## src/rtl/ps2_scan_rx.sv

```systemverilog
// PS/2 keyboard receiver: synchronises the raw PS/2 lines, frames and checks each byte,
// filters break/extended prefixes and typematic repeats, and queues make codes in a FWFT FIFO.
module ps2_scan_rx #(
    parameter int TIMEOUT_CYCLES = 50000,
    parameter int FIFO_AW        = 3
) (
    input  logic       clk,
    input  logic       rst,
    input  logic       ps2_clk,
    input  logic       ps2_data,
    input  logic       nextdata,
    output logic [7:0] scan_code,
    output logic       ready,
    output logic       overflow
);

    localparam int DEPTH = 1 << FIFO_AW;
    localparam int TW    = $clog2(TIMEOUT_CYCLES + 1);
    localparam logic [TW-1:0]    TMO_LAST = TW'(TIMEOUT_CYCLES - 1);
    localparam logic [FIFO_AW:0] FULL_CNT = (FIFO_AW + 1)'(DEPTH);

    typedef enum logic [1:0] {
        IDLE      = 2'd0,
        BREAK     = 2'd1,
        EXT_BREAK = 2'd2
    } state_t;

    logic [2:0]         r_clk_sync;
    logic [1:0]         r_data_sync;
    logic [3:0]         r_bitcnt;
    logic [9:0]         r_shift;
    logic [TW-1:0]      r_tmo;
    state_t             r_state;
    logic [7:0]         r_held;
    logic [7:0]         r_mem [DEPTH];
    logic [FIFO_AW-1:0] r_wp;
    logic [FIFO_AW-1:0] r_rp;
    logic [FIFO_AW:0]   r_count;
    logic               r_overflow;

    logic       w_fall;
    logic       w_data;
    logic       w_frame_ok;
    logic [7:0] w_code;
    state_t     w_state_nxt;
    logic [7:0] w_held_nxt;
    logic       w_push;
    logic       w_empty;
    logic       w_full;
    logic       w_pop_ok;
    logic       w_push_ok;

    assign w_fall = r_clk_sync[2] & ~r_clk_sync[1];
    assign w_data = r_data_sync[1];

    always_ff @(posedge clk or posedge rst) begin
        if (rst) begin
            r_clk_sync  <= 3'b111;
            r_data_sync <= 2'b11;
        end else begin
            r_clk_sync  <= {r_clk_sync[1:0], ps2_clk};
            r_data_sync <= {r_data_sync[0], ps2_data};
        end
    end

    // Bits 0..9 shift in from the top; the stop bit is judged live when bit 10 arrives.
    always_ff @(posedge clk or posedge rst) begin
        if (rst) begin
            r_bitcnt <= 4'd0;
            r_shift  <= 10'd0;
            r_tmo    <= '0;
        end else if (w_fall) begin
            r_tmo <= '0;
            if (r_bitcnt == 4'd10) begin
                r_bitcnt <= 4'd0;
            end else begin
                r_bitcnt <= r_bitcnt + 4'd1;
                r_shift  <= {w_data, r_shift[9:1]};
            end
        end else if (r_bitcnt == 4'd0) begin
            r_tmo <= '0;
        end else if (r_tmo == TMO_LAST) begin
            r_tmo    <= '0;
            r_bitcnt <= 4'd0;
        end else begin
            r_tmo <= r_tmo + 1'b1;
        end
    end

    assign w_code     = r_shift[8:1];
    assign w_frame_ok = w_fall && (r_bitcnt == 4'd10) && !r_shift[0] && w_data
                        && (^r_shift[9:1]);

    always_ff @(posedge clk or posedge rst) begin
        if (rst) begin
            r_state <= IDLE;
            r_held  <= 8'h00;
        end else begin
            r_state <= w_state_nxt;
            r_held  <= w_held_nxt;
        end
    end

    always_comb begin
        w_state_nxt = r_state;
        w_held_nxt  = r_held;
        w_push      = 1'b0;
        if (w_frame_ok) begin
            unique case (r_state)
                IDLE: begin
                    if (w_code == 8'hF0) begin
                        w_state_nxt = BREAK;
                    end else if (w_code != 8'hE0 && w_code != r_held) begin
                        w_push     = 1'b1;
                        w_held_nxt = w_code;
                    end
                end
                BREAK: begin
                    if (w_code == 8'hE0) begin
                        w_state_nxt = EXT_BREAK;
                    end else begin
                        w_state_nxt = IDLE;
                        if (w_code == r_held) w_held_nxt = 8'h00;
                    end
                end
                EXT_BREAK: begin
                    w_state_nxt = IDLE;
                    if (w_code == r_held) w_held_nxt = 8'h00;
                end
                default: w_state_nxt = IDLE;
            endcase
        end
    end

    assign w_empty   = (r_count == '0);
    assign w_full    = (r_count == FULL_CNT);
    assign w_pop_ok  = nextdata && !w_empty;
    // When full, a same-cycle pop frees the slot the write pointer lands on.
    assign w_push_ok = w_push && (!w_full || w_pop_ok);

    always_ff @(posedge clk) begin
        if (w_push_ok) r_mem[r_wp] <= w_code;
    end

    always_ff @(posedge clk or posedge rst) begin
        if (rst) begin
            r_wp       <= '0;
            r_rp       <= '0;
            r_count    <= '0;
            r_overflow <= 1'b0;
        end else begin
            if (w_push_ok) r_wp <= r_wp + 1'b1;
            if (w_pop_ok)  r_rp <= r_rp + 1'b1;
            case ({w_push_ok, w_pop_ok})
                2'b10:   r_count <= r_count + 1'b1;
                2'b01:   r_count <= r_count - 1'b1;
                default: r_count <= r_count;
            endcase
            if (w_push && !w_push_ok) r_overflow <= 1'b1;
        end
    end

    assign ready     = !w_empty;
    assign scan_code = w_empty ? 8'h00 : r_mem[r_rp];
    assign overflow  = r_overflow;

endmodule

```

## config.mk

```make
export PLATFORM = sky130hd
export DESIGN_NAME = ps2_scan_rx
export DESIGN_NICKNAME = d
export VERILOG_FILES = /design/src/rtl/ps2_scan_rx.sv
export SDC_FILE = /design/constraint.sdc
export NUM_CORES = 1
export LEC_CHECK = 0
export CAP_MARGIN = 25
export CORE_MARGIN = 5
export CORE_UTILIZATION = 61
export CTS_CLUSTER_DIAMETER = 200
export DETAILED_ROUTE_END_ITERATION = 12
export PLACE_DENSITY = 0.83
export SYNTH_ARGS = -nofsm -noshare
export SYNTH_HDL_FRONTEND = slang
export SYNTH_SLANG_ARGS = --single-unit
```

## constraint.sdc

```tcl
create_clock -name clk -period 4.45 [get_ports clk]
set_clock_uncertainty 0.15 [all_clocks]
set_input_delay 0.6675 -clock clk [delete_from_list [all_inputs] [get_ports clk]]
set_output_delay 0.6675 -clock clk [all_outputs]
set_load 0.02 [all_outputs]
```

Word level (Yosys, flattened, before mapping)
Memory sizes are Yosys's and may differ from the RTL's.
Cells that the tools add are included.

word-level totals
  bits in registers = 56
  memory bits (writable) = 64
  output and inout port bits = 10
  word-level logic and storage cells = 85
  memories kept = 1

cells by class
  add/sub/neg operators = 6
  equal/unequal tests = 17
  muxes and demuxes = 23
  bitwise operators = 3
  reduce and logical (&&, ||, !) cells = 24

memories
  name   depth  width  rd ports  clocked after Yosys merged registers in  wr ports  line  RTL
  r_mem  8      8      1         0                                        1         35    logic [7:0] r_mem [DEPTH];

operators with widths
  operator                                                                number
  16-bit 2-to-1 mux                                                       3
  8-bit 2-to-1 mux                                                        5
  8-bit case mux with 3 select lines                                      1
  16-bit by 1-bit adder with 16-bit output (second input constant)        1
  16-bit equality test (second input constant)                            1
  8-bit equality test (second input constant)                             2
  4-bit 2-to-1 mux                                                        4
  2-bit != test (second input constant)                                   5
  9-bit XOR reduction                                                     1
  4-bit by 1-bit adder with 4-bit output (second input constant)          2
  4-bit equality test (second input constant)                             2
  8-bit equality test                                                     1
  1-bit logical AND                                                       8
  4-bit zero test                                                         2
  8-bit != test                                                           1
  8-bit != test (second input constant)                                   1
  4-bit case mux with 2 select lines                                      1
  3-bit by 1-bit adder with 3-bit output (second input constant)          2
  1-bit 2-to-1 mux                                                        6
  2-bit AND reduction                                                     3
  5-bit AND reduction                                                     1
  2-bit by 1-bit equality test with 1-bit output (second input constant)  2
  2-bit equality test (second input constant)                             2
  1-bit zero test                                                         4
  other kinds (9)                                                         12

Depth between registers and ports, before layout
Gate-level depths: netlist of the first run.

  depth after elaboration = 10
  depth in mapped cells = 15
  depth with buffers taken out = 14

Worst setup path after synthesis of the first run
OpenSTA, ideal clock, no wires.

  path kind = reg2reg
  from = register r_shift[1]
  to = register r_count[3]
  arrival = 3.063 ns
  data required time = 4.176 ns
  slack = 1.113 ns
  stages on the path, launching flop included = 16
  path buffers = 1
  period minus slack after synthesis = 3.337 ns
  cell sequence = dfrtp_1 inv_1 ha_1 xnor3_1 xnor2_2 nand2_2 or3_1 buf_2 nand2_1 inv_1 ha_1 a21o_1 a21oi_1 nor4_1 a21o_1 xor2_1

on the way
  word-level cells in the longest chain between the ends = 9
  elaborated cells between the ends (all ways) = 15
  those cells by class = eq/ne (5); mux (5); reduce/logical (5)

ends and longest elaborated chain
  element                                                                                       line  RTL
  start, declared                                                                               31    logic [9:0] r_shift;
  start signal, assigned                                                                        78    r_shift <= {w_data, r_shift[9:1]};
  8-bit != test                                                                                 113   end else if (w_code != 8'hE0 && w_code != r_held) begin
  1-bit logical AND                                                                             113
  1-bit 2-to-1 mux                                                                              113
  1-bit 2-to-1 mux                                                                              111   if (w_code == 8'hF0) begin
  1-bit 2-to-1 mux                                                                              109   unique case (r_state)
  1-bit 2-to-1 mux *                                                                            108   if (w_frame_ok) begin
  1-bit logical AND *                                                                           139   assign w_push_ok = w_push && (!w_full || w_pop_ok);
  2-bit by 1-bit equality test with 1-bit output / 2-bit equality test (equally long branches)  154   case ({w_push_ok, w_pop_ok})
  4-bit case mux with 2 select lines / 2-bit nonzero test (equally long branches)               n/a
  end signal, assigned                                                                          155   2'b10: r_count <= r_count + 1'b1;
  end signal, assigned                                                                          156   2'b01: r_count <= r_count - 1'b1;
  end signal, assigned                                                                          157   default: r_count <= r_count;
  end, declared                                                                                 38    logic [FIFO_AW:0] r_count;

Every way passes the cells marked *; elsewhere a longest branch is shown, timed or not.
A chain may end at the register's enable or synchronous reset.

Worst setup path after layout of the first run
Same ends and word-level chain as after synthesis.

==> results.py, run 1 <==
metrics = {
    "global_route": {
        "grt_antenna_before_repair": 0,
        "grt_pass1_vias": 3382,
        "grt_usage": 0.216,
        "gr-total-overflow": 0,
        "grt_pass1_wl_mm": 16.7,
        "grt_max_degree": 31,
    },
    "clock_network": {
        "post_cts_resized": 0,
        "cts_tree": "yes",
        "cts-htree-levels": 4,
        "hold_buffers": 0,
        "clk_latency_ps": 520,
        "clk_pin_slew_ps": 60,
        "cts_made_buffers": 17,
        "root_buffer": "clkbuf_8",
        "cts_buffer_depth": 2,
        "cts_sinks": 120,
        "cts_setup_buffers": 0,
    },
    "layout": {
        "most-common-layout-cells": "edfxtp_1, dfrtp_1, nand2_1",
        "fin_area_mm2": 0.00623,
        "diodes": 0,
        "nets": 441,
        "drive_gt1_frac": 0.180,
        "syn2layout_area_growth_pct": 17.2,
        "utilization": 0.725,
        "final_common_cell": "edfxtp_1",
        "fin_cells": 541,
    },
    "placement": {
        "io_buffers": 14,
        "placed_area_mm2": 0.00561,
        "gp_congestion": 0.810,
        "dp_slack_ps": 787,
        "dp_hpwl_mm": 6.16,
        "dp_cells": 509,
    },
    "run_status": {
        "status": "finished, final reports clean",
    },
    "critical_path": {
        "cp_cell_sequence": "inv_1 > ha_1 > xnor3_1 > xnor2_2 > nand2_2 > or3_1 > nand2_1 > inv_1 > ha_1 > a21o_1 > a21oi_1 > and2_1 > a21o_1 > xor2_1",
        "required_ps": 4740,
        "cp-start-kind": "register",
        "worstPathArrival_ps": 4000,
        "cp-end-kind": "register",
        "cpMaxStageDelayCell": "dfrtp_1",
        "path_max_fanout": 11,
        "critPathMaxStageDelay_ps": 520,
        "setup.worst_path.class": "register to register",
    },
    "pwr": {
        "p_total_mw": 3.92,
        "ir_drop_mv": 0.345,
        "p_per_area_mw_per_mm2": 629,
        "leakage_nw": 2.43,
    },
    "routing": {
        "wirelength_mm": 10.2,
        "vias": 3108,
        "drt_iter0_markers": 217,
        "drcViolationCount": 0,
        "routedWlPerCell_um": 18.9,
        "firstDrtPassIters": 4,
        "ant_nets": 0,
        "vias_per_cell": 5.74,
    },
    "logic_synthesis": {
        "synth_area_leaders": "edfxtp_1, dfrtp_1, mux4_2, ha_1, xnor2_1",
        "synth-edff-count": 64,
        "ys_async_sr_fraction": 0.467,
        "synth.distinct_cells": 45,
        "synth_top_area_share": 0.361,
        "yosysWarnings": 0,
        "yosysTopAreaCell": "edfxtp_1",
        "synth_nets": 411,
        "yosysSeqAreaShare": 0.626,
        "ys_seq_elements": 120,
        "syn_avg_cell_area_um2": 13.6,
        "synth_area_mm2": 0.00532,
        "syn_inst": 390,
        "synth-main-ff-cell": "edfxtp_1",
    },
    "timing": {
        "fmax_mhz": 269,
        "min_period_over_period": 0.835,
        "setup_viol": 0,
        "worst_slew_pin_slew_ps": 828,
        "timing.hold.ws_ps": 205,
        "fin_crit_ps": 3710,
        "setup_tns_ps": 0,
        "slew_viol_final": 0,
        "rsz0062_at_grt": "no",
        "fin_ws_ps": 736,
        "relSlewSlack": 0.446,
        "hold_viol_final": 0,
    },
    "die": {
        "row_count": 34,
        "core-area_mm2": 0.00859,
        "fp.dieH_um": 103,
        "fp.dieW_um": 103,
        "io_pins": 15,
        "start_util": 0.619,
        "die-area_mm2": 0.0107,
    },
    "worst_hold_path": {
        "hold_path.class": "register to register",
    },
    "run": {
        "drv_cap": 0,
    },
}
## registers in the layout (all words and copies together), names as in the netlist
register / count
overflow: 1
r_bitcnt: 4
r_clk_sync: 3
r_count: 4
r_data_sync: 2
r_held: 8
r_mem: 64
r_rp: 3
r_shift: 10
r_state: 2
r_tmo: 16
r_wp: 3
## critical path: cells and delay by family (launching register included)
family	cells	cell delay (ps)
AOI/OAI and AO/OA	3	470
xor gates and xnor gates	3	770
adders and majority gates	2	610
buffers and inverters	2	230
DFF	1	520
and+or+nand+nor	4	880
## layout make-up
cell class                 count  area [µm²]
sequential                   120        3330
fill                         559        2360
multi-input combinational    235        1850
clock buffer                  19         432
timing repair buffer          23         208
clock inverter                13         194
tap                          108         135
inverter                      23        86.3
## final timing paths
path | startpoint | end | slack, ps | depth (start not counted)
min | r_data_sync[0] | r_data_sync[1] | 200 | 0
max in group asynchronous | rst | r_clk_sync[1] | 2880 | 3
min reg2reg | r_data_sync[0] | r_data_sync[1] | 200 | 0
min in group asynchronous | rst | r_rp[1] | 420 | 2
max | r_shift[1] | r_count[3] | 740 | 14
max reg2reg | r_shift[1] | r_count[3] | 740 | 14
## power by group
| group | leakage, nW | total, mW | internal [mW] | switching, mW |
|---|---|---|---|---|
| clock network | 0.291 | 1.43 | 0.930 | 0.505 |
| logic | 0.823 | 0.960 | 0.488 | 0.472 |
| registers | 1.31 | 1.53 | 1.32 | 0.205 |
## synthesized netlist by cell type, drive strengths merged, types with 2 or more instances
cell    count
nor3        3
or3         3
dfrtp      51
nor2b       2
mux2i      10
nor2       34
inv        23
a21oi       3
buf         7
dfstp       5
nand2      39
and3        5
and2        5
nand3      10
edfxtp     64
nor4        6
ha         15
nand4       4
nand2b      2
mux4       16
o21ai      24
a21o        2
clkbuf      5
mux2        4
nand3b      3
xnor2      21
xor2       10
nor3b       4
## kinds of logic (layout without fill, tap and decap cells)
| family | count (synthesis) | in the layout | share of synthesized area |
|---|---|---|---|
| xor gates and xnor gates | 32 | 32 | 0.0567 |
| buffers and inverters | 35 | 78 | 0.0266 |
| adders and majority gates | 16 | 16 | 0.0390 |
| AOI/OAI and AO/OA | 37 | 37 | 0.0468 |
| and+or+nand+nor | 120 | 120 | 0.110 |
| muxes | 30 | 30 | 0.0950 |
| DFF | 120 | 120 | 0.626 |
## routing by layer
layer	global-route usage	vias up	wire (µm)
met4	0.0976	0	193
met2	0.396	75	5790
met3	0.0496	15	463
met5	0	-	0
li1	-	1463	-
met1	0.237	1555	3780
No activity file was read; power rests on OpenSTA's default activity.
==> run 2: changes to the inputs <==
- CORE_UTILIZATION: 61 -> 55
- PLACE_DENSITY: 0.83 -> 0.79
- clock period: 4.45 -> 3.3 ns (I/O delays scaled with it)
==> results.py, run 2 (synthesized netlist as in run 1, its figures left out) <==
metrics = {
    "clock_network": {
        "hold_buffers": 0,
        "clk_latency_ps": 520,
        "cts-htree-levels": 4,
        "cts_tree": "yes",
        "cts_sinks": 120,
        "cts_buffer_depth": 2,
        "clk_pin_slew_ps": 60,
        "cts_made_buffers": 17,
        "root_buffer": "clkbuf_8",
    },
    "pwr": {
        "swShare": 0.310,
        "p_per_area_mw_per_mm2": 824,
        "leakage_nw": 2.51,
        "p_switching_mw": 1.64,
        "pwr-share-seq": 0.365,
        "p_int_mw": 3.65,
        "comb_power_share": 0.297,
        "power.share.clock": 0.339,
        "p_total_mw": 5.29,
        "ir_drop_mv": 0.501,
    },
    "critical_path": {
        "critPathMaxStageDelay_ps": 430,
        "worstSetupStartpoint": "r_shift[2]",
        "cp_cell_sequence": "inv_2 > ha_4 > xnor3_1 > xnor2_2 > nand2_2 > or3_4 > nand2_4 > inv_1 > ha_4 > a21o_1 > a21oi_2 > and2_4 > a21o_1 > xor2_1",
        "cp_num_cells": 14,
        "path_max_fanout": 4,
        "required_ps": 3590,
        "path_buf_inv": 2,
        "regToRegSetupSlack_ps": 90,
        "worstPathArrival_ps": 3500,
        "reg2reg_depth": 14,
        "r2r_start": "r_shift[2]",
        "cp-start-kind": "register",
        "cp_top_family": "simple AND/OR/NAND/NOR gates",
        "cpMaxStageDelayCell": "or3_4",
        "setup.worst_path.class": "register to register",
        "timing.rr.end": "r_count[3]",
        "cp-end-kind": "register",
        "endpoint": "r_count[3]",
    },
    "layout": {
        "largest_reg_flops": 64,
        "diodes": 0,
        "fillers": 632,
        "utilization": 0.688,
        "regMostFlops": "r_mem",
        "nets": 460,
        "syn2layout_area_growth_pct": 20.7,
        "reg_top3": "r_mem x64, r_tmo x16, r_shift x10",
        "drive_gt1_frac": 0.241,
        "final_common_cell": "edfxtp_1",
        "fin_cells": 581,
        "most-common-layout-cells": "edfxtp_1, dfrtp_1, nand2_1",
    },
    "routing": {
        "ant_nets": 0,
        "vias": 3150,
        "drt_iter0_markers": 170,
        "routedWlPerCell_um": 16.7,
        "firstDrtPassIters": 4,
        "vias_per_cell": 5.42,
        "drcViolationCount": 0,
        "wirelength_mm": 9.73,
    },
    "global_route": {
        "grt_antenna_before_repair": 0,
        "gr-total-overflow": 0,
        "grt_usage": 0.182,
        "grt_pass1_wl_mm": 16.0,
        "grt_pass1_vias": 3192,
        "grt_max_degree": 34,
    },
    "die": {
        "fp.dieH_um": 108,
        "fp.dieW_um": 108,
        "core-area_mm2": 0.00933,
        "start_util": 0.570,
        "io_pins": 15,
        "die-area_mm2": 0.0117,
        "row_count": 35,
    },
    "placement": {
        "gp_congestion": 0.851,
        "io_buffers": 14,
        "dp_cells": 543,
        "dp_hpwl_mm": 6.26,
    },
    "timing": {
        "setup_viol": 0,
        "min_period_over_period": 0.972,
        "fmax_mhz": 312,
        "setup_tns_ps": 0,
        "relSlewSlack": 0.492,
        "worst_slew_pin_slew_ps": 761,
        "fin_crit_ps": 3210,
        "slew_viol_final": 0,
        "hold_viol_final": 0,
    },
    "run_status": {
        "status": "finished, final reports clean",
    },
    "run": {
        "drv_cap": 0,
    },
    "worst_hold_path": {
        "hold_path.class": "register to register",
    },
}
run 2: power by group through the flow:
stage	clock (mW)	sequential [mW]	combinational, mW
6_report	1.79	1.93	1.57
2_1_floorplan	0	1.95	1.02
5_1_grt	1.89	1.95	1.74
4_1_cts	1.82	1.92	1.50
3_3_place_gp	0	1.94	1.45
3_5_place_dp	0	1.95	1.49
run 2: final cells by class:
| class | count | area, µm² | share of cell area |
|---|---|---|---|
| multi-input combinational | 235 | 1900 | 0.296 |
| sequential | 120 | 3330 | 0.519 |
| clock buffer | 17 | 414 | 0.0645 |
| timing repair buffer | 42 | 363 | 0.0565 |
| inverter | 23 | 86.3 | 0.0134 |
| tap | 129 | 161 | 0.0251 |
| clock inverter | 15 | 166 | 0.0259 |
run 2: per-stage QoR:
| stage | setup slack (ps) | hold WS [ps] | area [µm²] |
|---|---|---|---|
| 2_1_floorplan | 27.1 | 195 | 5320 |
| 3_3_place_gp | 99.2 | 196 | 5750 |
| 3_5_place_dp | 20.8 | 198 | 5750 |
| 4_1_cts | 22.4 | 207 | 6330 |
| 5_1_grt | -36.4 | 211 | 6420 |
| 6_report | 93.3 | 206 | 6420 |
run 2: worst min path at each step:
stage,cells past startpoint,slack [ps],endpoint,start
final,0,210,r_data_sync[1],r_data_sync[0]
after global routing,1,210,r_data_sync[0],ps2_data
after CTS,0,210,r_data_sync[1],r_data_sync[0]
after detailed placement,0,200,r_data_sync[1],r_data_sync[0]
after global placement,0,200,r_clk_sync[1],r_clk_sync[0]
after floorplan,0,200,r_clk_sync[1],r_clk_sync[0]
run 2: repair_timing:
action                     CTS  global route
hold endpoints to repair     0             0
pin swaps                    2             7
setup endpoints to repair    1             1
setup buffers                0             6
resized for setup            1             9
run 2: layer usage:
metal / GRT usage / part of all wire
met5: 0 / 0
met4: 0.0568 / 0.014
met1: 0.228 / 0.43
met3: 0.0507 / 0.037
met2: 0.308 / 0.51
==> run 3: changes to the inputs <==
- ABC_AREA: default -> 1
==> results.py, run 3 <==
metrics = {
    "logic_synthesis": {
        "syn_inst": 535,
        "synth_most_common_cell": "nand2_1",
        "yosysWarnings": 0,
        "yosysTopAreaCell": "edfxtp_1",
        "synth_area_mm2": 0.00559,
        "yosysSeqAreaShare": 0.596,
        "ys_seq_elements": 120,
        "synth-edff-count": 64,
        "synth_common_cells": "nand2_1, nor2_1, edfxtp_1, o21ai_0",
        "synth_area_leaders": "edfxtp_1, dfrtp_1, nand2_1, o21ai_0, nor2_1",
        "synth_top_area_share": 0.344,
        "syn_avg_cell_area_um2": 10.4,
        "synth.distinct_cells": 45,
        "ys_async_sr_fraction": 0.467,
        "synth_nets": 556,
        "synth-main-ff-cell": "edfxtp_1",
    },
    "timing": {
        "worst_slew_pin_slew_ps": 715,
        "rsz0062_at_grt": "no",
        "fin_crit_ps": 3200,
        "setup_viol": 0,
        "relSlewSlack": 0.523,
        "min_period_over_period": 0.968,
        "setup_tns_ps": 0,
        "fmax_mhz": 313,
        "hold_viol_final": 0,
        "slew_viol_final": 0,
    },
    "die": {
        "fp.dieH_um": 111,
        "core-area_mm2": 0.00986,
        "fp.dieW_um": 111,
        "row_count": 36,
        "die-area_mm2": 0.0123,
        "start_util": 0.567,
        "io_pins": 15,
    },
    "pwr": {
        "swShare": 0.321,
        "p_total_mw": 5.31,
        "p_int_mw": 3.60,
        "pwr-share-seq": 0.350,
        "p_per_area_mw_per_mm2": 805,
        "comb_power_share": 0.278,
        "ir_drop_mv": 0.411,
        "p_switching_mw": 1.70,
        "power.share.clock": 0.372,
        "leakage_nw": 2.65,
    },
    "critical_path": {
        "setup.worst_path.class": "register to output pin",
        "path_max_fanout": 9,
        "cp_cell_sequence": "nor2_1 > inv_1 > nor3_1 > inv_1 > o21ai_0 > a31oi_1 > clkdlybuf4s50_1",
        "regToRegSetupSlack_ps": 260,
        "critPathMaxStageDelay_ps": 670,
        "critPathMostFrequentCell": "inv_1",
        "reg2reg_depth": 17,
        "cpMaxStageDelayCell": "clkdlybuf4s50_1",
        "cp-end-kind": "output pin",
        "worstSetupStartpoint": "r_count[0]",
        "timing.rr.end": "r_count[3]",
        "worstPathArrival_ps": 2550,
        "cp-start-kind": "register",
        "r2r_start": "r_shift[2]",
        "required_ps": 2650,
    },
    "clock_network": {
        "clk_latency_ps": 520,
        "root_buffer": "clkbuf_8",
        "cts-htree-levels": 4,
        "cts_buffer_depth": 2,
        "cts_tree": "yes",
        "clk_pin_slew_ps": 60,
        "cts_made_buffers": 17,
        "cts_sinks": 120,
    },
    "layout": {
        "most-common-layout-cells": "nand2_1, nor2_1, edfxtp_1",
        "drive_gt1_frac": 0.171,
        "fillers": 686,
        "utilization": 0.668,
        "nets": 586,
        "reg_top3": "r_mem x64, r_tmo x16, r_shift x10",
        "fin_cells": 711,
        "largest_reg_flops": 64,
        "multi_input_area_mm2": 0.00194,
        "regMostFlops": "r_mem",
        "final_common_cell": "nand2_1",
        "regArea_mm2": 0.00334,
        "syn2layout_area_growth_pct": 17.9,
        "fin_area_mm2": 0.00659,
        "diodes": 0,
    },
    "placement": {
        "io_buffers": 14,
        "dp_hpwl_mm": 7.26,
        "placed_area_mm2": 0.00591,
        "dp_cells": 678,
        "gp_congestion": 0.842,
    },
    "worst_hold_path": {
        "min_to": "r_data_sync[1]",
        "whs_path_depth": 0,
        "hold_path.class": "register to register",
        "hp-start": "r_data_sync[0]",
    },
    "run": {
        "drv_cap": 0,
    },
    "routing": {
        "vias": 3906,
        "drt_iter0_markers": 260,
        "wirelength_mm": 11.6,
        "ant_nets": 0,
        "drcViolationCount": 0,
        "vias_per_cell": 5.49,
        "firstDrtPassIters": 5,
        "routedWlPerCell_um": 16.3,
    },
    "global_route": {
        "grt_antenna_before_repair": 0,
        "grt_max_degree": 57,
        "gr-total-overflow": 0,
        "grt_usage": 0.198,
        "grt_pass1_wl_mm": 19.1,
        "grt_pass1_vias": 3884,
    },
    "run_status": {
        "status": "finished, final reports clean",
    },
}
[run 3: cell type report]
type,instances,area share
multi-input cells,335,0.295
well taps,133,0.0253
flip-flops and latches,120,0.506
repair buffers,27,0.0391
clock buffers,18,0.0634
inverters,64,0.0370
clock inverters,14,0.0340
[run 3: metal layers]
metal | share of wire | wire length, µm | up-vias | track usage
li1 | - | - | 1896 | -
met1 | 0.41 | 4780 | 1857 | 0.242
met2 | 0.50 | 5830 | 122 | 0.323
met3 | 0.055 | 639 | 31 | 0.0535
met4 | 0.029 | 335 | 0 | 0.0977
met5 | 0 | 0 | - | 0
[run 3: critical path: cells and delay by family, from the launching register on]
kind	cells	cell delay, ps
buf+inv	3	1050
flops	1	410
compound gates	2	440
simple gates	2	120
[run 3: power by group through the flow]
stage	clock (mW)	sequential, mW	combinational [mW]
finish	1.97	1.86	1.47
global route	2.06	1.88	1.64
CTS	2.00	1.85	1.44
detailed placement	0	1.88	1.43
global placement	0	1.86	1.37
floorplan	0	1.85	0.980
[run 3: through the flow]
step	setup slack (ps)	hold slack (ps)
CTS	32.8	206
floorplan	270	195
detailed placement	275	198
global route	3.54	212
global placement	413	196
finish	104	204
[run 3: kinds of logic (layout without fill, tap and decap cells)]
logic type / count (synthesis) / after routing / share of synthesized area
AOI/OAI and AO/OA: 103 / 103 / 0.111
xor gates and xnor gates: 13 / 13 / 0.0204
adders and majority gates: 16 / 16 / 0.0372
buffers and inverters: 80 / 123 / 0.0566
DFF: 120 / 120 / 0.596
and+or+nand+nor: 203 / 203 / 0.179
[run 3: timing repair]
action                     4_1_cts  5_1_grt
setup buffers                    0        1
pin swaps                        0        0
setup endpoints to repair        2        8
hold buffers                     0        0
resized for setup                1        9
[run 3: worst max-delay path by stage]
stage / slack, ps / to
floorplan: 270 / r_mem[1][0]
finish: 100 / scan_code[0]
detailed placement: 280 / r_count[3]
global placement: 410 / r_count[3]
CTS: 30 / scan_code[3]
global route: 4 / r_count[3]
